### src/rtl/ube_req_sequencer.sv
// UBE bus-request sequencer: snapshots the CSR1 request enables on GO and issues
// one request per enabled level by priority, each with an ack handshake and timeout.
module ube_req_sequencer #(
  parameter int unsigned TOCNT = 1023,
  parameter int unsigned TOW   = 10
) (
  input  logic       clk,
  input  logic       rst,
  input  logic       clr,
  input  logic       csrGO,
  input  logic [3:0] csrBR,
  input  logic       csrNPRS,
  input  logic       devINTA,
  input  logic       devACKI,
  output logic [3:0] devINTR,
  output logic       devREQO,
  output logic       busy,
  output logic       done,
  output logic       toERR,
  output logic [4:0] pend
);

  localparam logic [2:0] IDLE = 3'd0;
  localparam logic [2:0] ARB  = 3'd1;
  localparam logic [2:0] INTR = 3'd2;
  localparam logic [2:0] NPR  = 3'd3;
  localparam logic [2:0] DONE = 3'd4;

  localparam logic [TOW-1:0] TOLIM = TOW'(TOCNT);

  logic [2:0]     state;
  logic [TOW-1:0] counter;
  logic           toHit;
  logic [3:0]     brPick;

  assign busy  = (state != IDLE);
  assign done  = (state == DONE);
  assign toHit = (counter == TOLIM);

  // Highest pending BR level as a one-hot devINTR pattern; zero when no BR is left.
  always_comb begin
    brPick = '0;
    if (pend[3])      brPick = 4'b1000;
    else if (pend[2]) brPick = 4'b0100;
    else if (pend[1]) brPick = 4'b0010;
    else if (pend[0]) brPick = 4'b0001;
  end

  always_ff @(posedge clk) begin
    if (rst || clr) begin
      state   <= IDLE;
      devINTR <= '0;
      devREQO <= 1'b0;
      toERR   <= 1'b0;
      pend    <= '0;
      counter <= '0;
    end else begin
      case (state)
        IDLE: begin
          if (csrGO) begin
            pend  <= {csrNPRS, csrBR};
            toERR <= 1'b0;
            state <= ARB;
          end
        end

        ARB: begin
          counter <= '0;
          if (brPick != 4'b0000) begin
            devINTR <= brPick;
            state   <= INTR;
          end else if (pend[4]) begin
            devREQO <= 1'b1;
            state   <= NPR;
          end else begin
            state <= DONE;
          end
        end

        INTR: begin
          // An ack arriving in the timeout cycle still counts as a normal completion.
          if (devINTA || toHit) begin
            devINTR   <= '0;
            pend[3:0] <= pend[3:0] & ~devINTR;
            if (!devINTA) toERR <= 1'b1;
            state     <= ARB;
          end else if (counter != '1) begin
            counter <= counter + 1'b1;
          end
        end

        NPR: begin
          if (devACKI || toHit) begin
            devREQO <= 1'b0;
            pend[4] <= 1'b0;
            if (!devACKI) toERR <= 1'b1;
            state   <= ARB;
          end else if (counter != '1) begin
            counter <= counter + 1'b1;
          end
        end

        DONE: state <= IDLE;

        default: state <= IDLE;
      endcase
    end
  end

endmodule
### config.mk
export PLATFORM = sky130hd
export DESIGN_NAME = ube_req_sequencer
export DESIGN_NICKNAME = d
export VERILOG_FILES = /design/src/rtl/ube_req_sequencer.sv
export SDC_FILE = /design/constraint.sdc
export NUM_CORES = 1
export LEC_CHECK = 0
export CAP_MARGIN = 20
export CORE_ASPECT_RATIO = 0.9
export CORE_UTILIZATION = 25
export DETAILED_ROUTE_END_ITERATION = 16
export SYNTH_ARGS = -nofsm -noshare
export SYNTH_HDL_FRONTEND = slang
export SYNTH_SLANG_ARGS = --single-unit
### constraint.sdc
create_clock -name clk -period 1.57 [get_ports clk]
set_input_delay 0.314 -clock clk [delete_from_list [all_inputs] [get_ports clk]]
set_output_delay 0.314 -clock clk [all_outputs]
set_load 0.1 [all_outputs]
==> run_results.csv, run 1 <==
group,metric,value,unit
timing,hold_viol_final,0,
placed_design,dp_slack,-459,ps
synthesis,ys_seq_elements,24,
power_and_ir_drop,ir_worst_vdd,0.351,mV
grt,overflow,0,
layout,n_antenna_cell,0,
drt,ant_nets,0,
drt,first_pass_iters,4,
layout,final_cell_area,0.00271,mm²
timing,period_minus_slack,1650,ps
cts,cts_max_level,1,
placed_design,gp_congestion,0.791,
hold_path,worstHoldPathType,"flop to flop",
timing,fin_ws,-83.0,ps
synthesis,synthCells,172,
synthesis,async_reset_ff_frac,0,
timing,rsz0062_at_grt,"true",
power_and_ir_drop,leakage,0.00104,µW
synthesis,synth_area_per_cell,8.53,µm²
placed_design,dp_hpwl,3330,µm
run_status,status,"finished with violations",
grt,grt_pass1_vias,1651,
drt,viasPerCell,5.07,
synthesis,synth.top_cell.area_share,0.327,
layout,fin_util,0.479,
worst_setup_path,reg2reg_slack,-80,ps
floorplan,die_area,0.00618,mm²
floorplan,rows,26,
cts,numCtsBuffers,3,
run,cap_violations,0,
cts,cts.path.max_buffers,2,
worst_setup_path,arrival,1850,ps
synthesis,synth_flop_cell,"dfxtp_1",
floorplan,ios,24,
layout,drive_gt1_frac,0.527,
synthesis,syn_nets,184,
placed_design,port_buffers,23,
synthesis,netlist_area,0.00147,mm²
cts,clock-sinks,24,
synthesis,synth_edf_count,0,
drt,drc_errors,0,
cts,cts_tree,"built",
worst_setup_path,start_kind,"flop",
floorplan,start_util,0.259,
worst_setup_path,cp-end-kind,"flop",
worst_setup_path,cp.required,1770,ps
timing,slew_headroom,0.623,
synthesis,yosys_warnings,0,
worst_setup_path,critPathKind,"flop to flop",
grt,grt_max_degree,23,
floorplan,core,0.00566,mm²
cts,insertion_delay,270,ps
synthesis,synthTopCellsByArea,"dfxtp_1, mux2i_1, nand3_1, nand2_1, a31oi_1",
cts,path_clk_slew,90,ps
timing,slew_violations,0,
placed_design,place_area,0.00235,mm²
grt,antenna_found_initial,0,
cts,ctsHoldBuffers,0,
drt,routedWlPerCell,14.1,µm
power_and_ir_drop,p_per_area,568,mW/mm²
drt,drtIter0Drc,48,
timing,max_freq,0.605,GHz
timing,tightest_slew,563,ps
timing,setup_viol,9,
run_status,violations,"setup timing",
timing,fin_worst_skew,4.11,ps
cts,cts-root-buf,"clkbuf_8",
synthesis,seq_area_frac_synth,0.327,
drt,vias,1674,
drt,routed_wl,4660,µm
synthesis,yosysTopAreaCell,"dfxtp_1",
synthesis,ys_types,50,
timing,fin_tns_setup,-369,ps
floorplan,die_h,74.7,µm
timing,finalCritPeriodShare,1.05,
floorplan,die_w,82.8,µm
timing,hold_ws,492,ps
worst_setup_path,cp_max_fo,6,
grt,grt_pass1_wl,7370,µm
layout,nNetsFinal,273,
layout,areaGrowthSynthToFinish,84.6,%
grt,gr-usage-all-layers,0.155,
## area by class of cell
type                    instances  area (µm²)
well taps                      70        87.6
fillers                       537        2950
clock buffers                   4        55.1
multi-input cells             135        1100
inverters                       5        26.3
repair buffers                 92         938
flip-flops and latches         24         502
## stage by stage
| stage | std cells | total power (µW) |
|---|---|---|
| 2_1_floorplan | 172 | 860 |
| 3_3_place_gp | 313 | 1060 |
| 3_5_place_dp | 313 | 1060 |
| 4_1_cts | 322 | 1510 |
| 5_1_grt | 330 | 1620 |
| 6_report | 330 | 1540 |
## final timing paths
check / from / endpoint / depth (start not counted)
worst max-delay path: state[1] / counter[5] / 5
worst max register to register: state[1] / counter[5] / 5
worst min register to register: devINTR[3] / devINTR[3] / 2
worst min-delay path: devINTR[3] / devINTR[3] / 2
## layout by cell type, fill, tap and decap left out, drive strengths merged, types with 2 or more instances in the layout
cell type / n
buf: 82
dfxtp: 24
nand2: 14
nand3: 14
nor2: 11
mux2i: 9
a21oi: 9
a31oi: 8
o21ai: 7
nor2b: 6
dlygate4sd2: 5
clkdlybuf4s50: 5
inv: 5
o311ai: 4
clkbuf: 4
nor3b: 4
nand2b: 4
a211oi: 4
o211ai: 3
a21o: 3
o21bai: 3
or4: 2
nand3b: 2
and4: 2
nand4: 2
o221a: 2
and2: 2
or2: 2
a2111oi: 2
## synth_stat cells, types with 6 or more instances
cell type	number
mux2i_1	9
a21oi_1	9
a31oi_1	8
nand3_1	13
o21ai_0	7
nand2_1	14
dfxtp_1	24
nor2_1	11
nor2b_1	6
## cell families (layout without fill, tap and decap cells)
family                   Yosys count  in the layout  share of synthesized area
buffers and inverters             13            101                     0.0409
AND/OR/NAND/NOR                   73             73                      0.292
AO/OA/AOI/OAI                     51             51                      0.263
adder cells (fa/ha/maj)            1              1                    0.00852
flip-flops                        24             24                      0.327
multiplexers                      10             10                     0.0691
## critical path, stage by stage, from the launching register on
cell      delay [ps]
dfxtp_4          420
or4b_4           500
a211oi_4         250
buf_6            180
a31oi_4           80
a31oi_1          160
## metal layers
layer  global-route usage  routed length [µm]  part of all wire
met5                    0                   0                 0
met3               0.0303                 119             0.026
met2                0.274                2400              0.52
met4               0.0345                  22            0.0047
met1                0.195                2120              0.45
## registers in the layout, summed over array words and instances, names as in the netlist
| signal | flops |
|---|---|
| counter | 10 |
| toERR | 1 |
| devINTR | 4 |
| state | 3 |
| pend | 5 |
| devREQO | 1 |
## repair_timing
item | 4_1_cts | 5_1_grt
endpoints found under the hold margin | 0 | 0
resized for setup | 27 | 33
pin swaps | 10 | 17
buffers inserted | 6 | 8
setup endpoints to repair | 25 | 25
## power breakdown
| group | leakage (µW) | switching [µW] | internal (µW) |
|---|---|---|---|
| Sequential | 0.000200 | 12.3 | 617 |
| Combinational | 0.000815 | 241 | 237 |
| Clock | 0.0000288 | 206 | 224 |
(Power assumes the default switching activity.)
==> run 2: changes to the inputs <==
- CORE_ASPECT_RATIO: 0.9 -> 1.2
==> run_results.csv, run 2 (synthesis gave the netlist of run 1 again) <==
group,metric,value,unit
run_status,status,"finished with violations",
run_status,violations,"setup timing",
cts,cts_max_level,1,
placed_design,post-place-cells,325,
timing,hold_viol_final,0,
floorplan,ios,24,
worst_setup_path,reg2reg_slack,-80,ps
timing,fin_worst_skew,3.23,ps
grt,grt_max_degree,16,
grt,antenna_found_initial,0,
run,cap_violations,0,
grt,grt_pass1_vias,1667,
drt,first_pass_iters,4,
grt,overflow,0,
cts,path_clk_slew,100,ps
power_and_ir_drop,comb_power_share,0.287,
timing,hold_ws,478,ps
power_and_ir_drop,p_seq_frac,0.375,
layout,largest_register_ffs,10,
layout,drive_gt1_frac,0.506,
layout,largestRegisters,"counter (10), pend (5), devINTR (4)",
cts,cts-root-buf,"clkbuf_8",
power_and_ir_drop,pwr-share-clk,0.338,
timing,period_minus_slack,1670,ps
floorplan,die_w,71.9,µm
placed_design,gp_congestion,0.854,
power_and_ir_drop,p_per_area,624,mW/mm²
cts,numCtsBuffers,3,
layout,layout_common_cells,"buf_4, buf_12, nand2_1, dfxtp_1, nand3_1",
worst_setup_path,cp.required,1260,ps
timing,rsz0062_at_grt,"true",
cts,cts.path.max_buffers,2,
hold_path,worstHoldPathType,"flop to flop",
power_and_ir_drop,leakage,0.00104,µW
placed_design,dp_hpwl,3540,µm
power_and_ir_drop,switching_share,0.289,
power_and_ir_drop,intPower,1190,µW
worst_setup_path,critPathKind,"flop to output port",
worst_setup_path,cp_max_fo,3,
timing,setup_viol,14,
drt,routed_wl,4880,µm
drt,drc_errors,0,
floorplan,rows,30,
cts,clock-sinks,24,
layout,n_antenna_cell,0,
timing,slew_headroom,0.650,
grt,gr-usage-all-layers,0.163,
drt,drtIter0Drc,92,
floorplan,die_area,0.00618,mm²
timing,slew_violations,0,
floorplan,die_h,85.9,µm
layout,areaGrowthSynthToFinish,83.3,%
drt,viasPerCell,4.93,
cts,cts_tree,"built",
power_and_ir_drop,ir_worst_vdd,0.310,mV
floorplan,start_util,0.259,
worst_setup_path,cp-end-kind,"output port",
grt,grt_pass1_wl,7850,µm
timing,finalCritPeriodShare,1.07,
worst_setup_path,start_kind,"flop",
drt,ant_nets,0,
cts,insertion_delay,270,ps
floorplan,core,0.00567,mm²
timing,fin_ws,-102,ps
layout,final_common_cell,"buf_4",
timing,max_freq,0.598,GHz
layout,regMostFlops,"counter",
drt,routedWlPerCell,14.4,µm
layout,nNetsFinal,272,
power_and_ir_drop,p_switching,486,µW
drt,vias,1670,
timing,tightest_slew,523,ps
layout,stdcell_count,339,
placed_design,port_buffers,23,
worst_setup_path,arrival,1360,ps
-- run 2: changes by cell type in the layout (fill, tap and decap cells not counted), sizes merged --
cell    before  now
clkbuf       4    3
bufinv       0    1
buf         82   81
-- run 2: layout make-up --
cell class / count / area (µm²)
inverter: 5 / 26.3
fill: 533 / 2980
sequential: 24 / 502
clock buffer: 3 / 41.3
timing repair buffer: 91 / 912
clock inverter: 1 / 30.0
multi-input combinational: 135 / 1080
tap: 80 / 100
-- run 2: critical path, cell delays in order (launching register included) --
cell and delay, ps:
dfxtp_4 360, or2_4 260, nor2_4 140, inv_6 50, buf_6 120, buf_12 160
-- run 2: per-layer routing --
layer,vias to the layer above,GRT usage,part of all wire
met4,0,0.0642,0.017
li1,830,-,-
met3,6,0.0165,0.033
met1,791,0.199,0.42
met5,-,0,0
met2,43,0.292,0.53
-- run 2: path summary, 6_finish.rpt --
path                   start          to  depth (start not counted)
setup / recovery    state[0]        busy                          5
hold / removal    counter[6]  counter[6]                          1
setup reg to reg    state[1]  counter[7]                          5
hold reg to reg   counter[6]  counter[6]                          1
-- run 2: power groups by stage --
stage / Clock (µW) / Combinational [µW] / Sequential (µW)
2_1_floorplan: 0 / 168 / 692
3_3_place_gp: 0 / 422 / 648
3_5_place_dp: 0 / 424 / 648
4_1_cts: 579 / 460 / 630
5_1_grt: 606 / 511 / 631
6_report: 568 / 482 / 629
-- run 2: metrics by stage --
step	total power, µW	setup TNS, ps	cell area, µm²	utilization	worst slack (ps)
after floorplan	860	-885	1530	-	-169
after global placement	1070	-6620	2390	0.422	-422
after detailed placement	1070	-7100	2390	0.422	-484
after CTS	1670	-411	2590	0.457	-124
after global routing	1750	-1500	2690	0.475	-133
final	1680	-617	2690	0.475	-102
-- run 2: repair_timing --
| item | in CTS | in global routing |
|---|---|---|
| setup endpoints to repair | 24 | 23 |
| hold buffers | 0 | 0 |
| endpoints found under the hold margin | 0 | 0 |
| setup buffers | 5 | 5 |
| gates cloned | 0 | 0 |
| gates resized for setup | 37 | 9 |
| pin swaps | 13 | 12 |
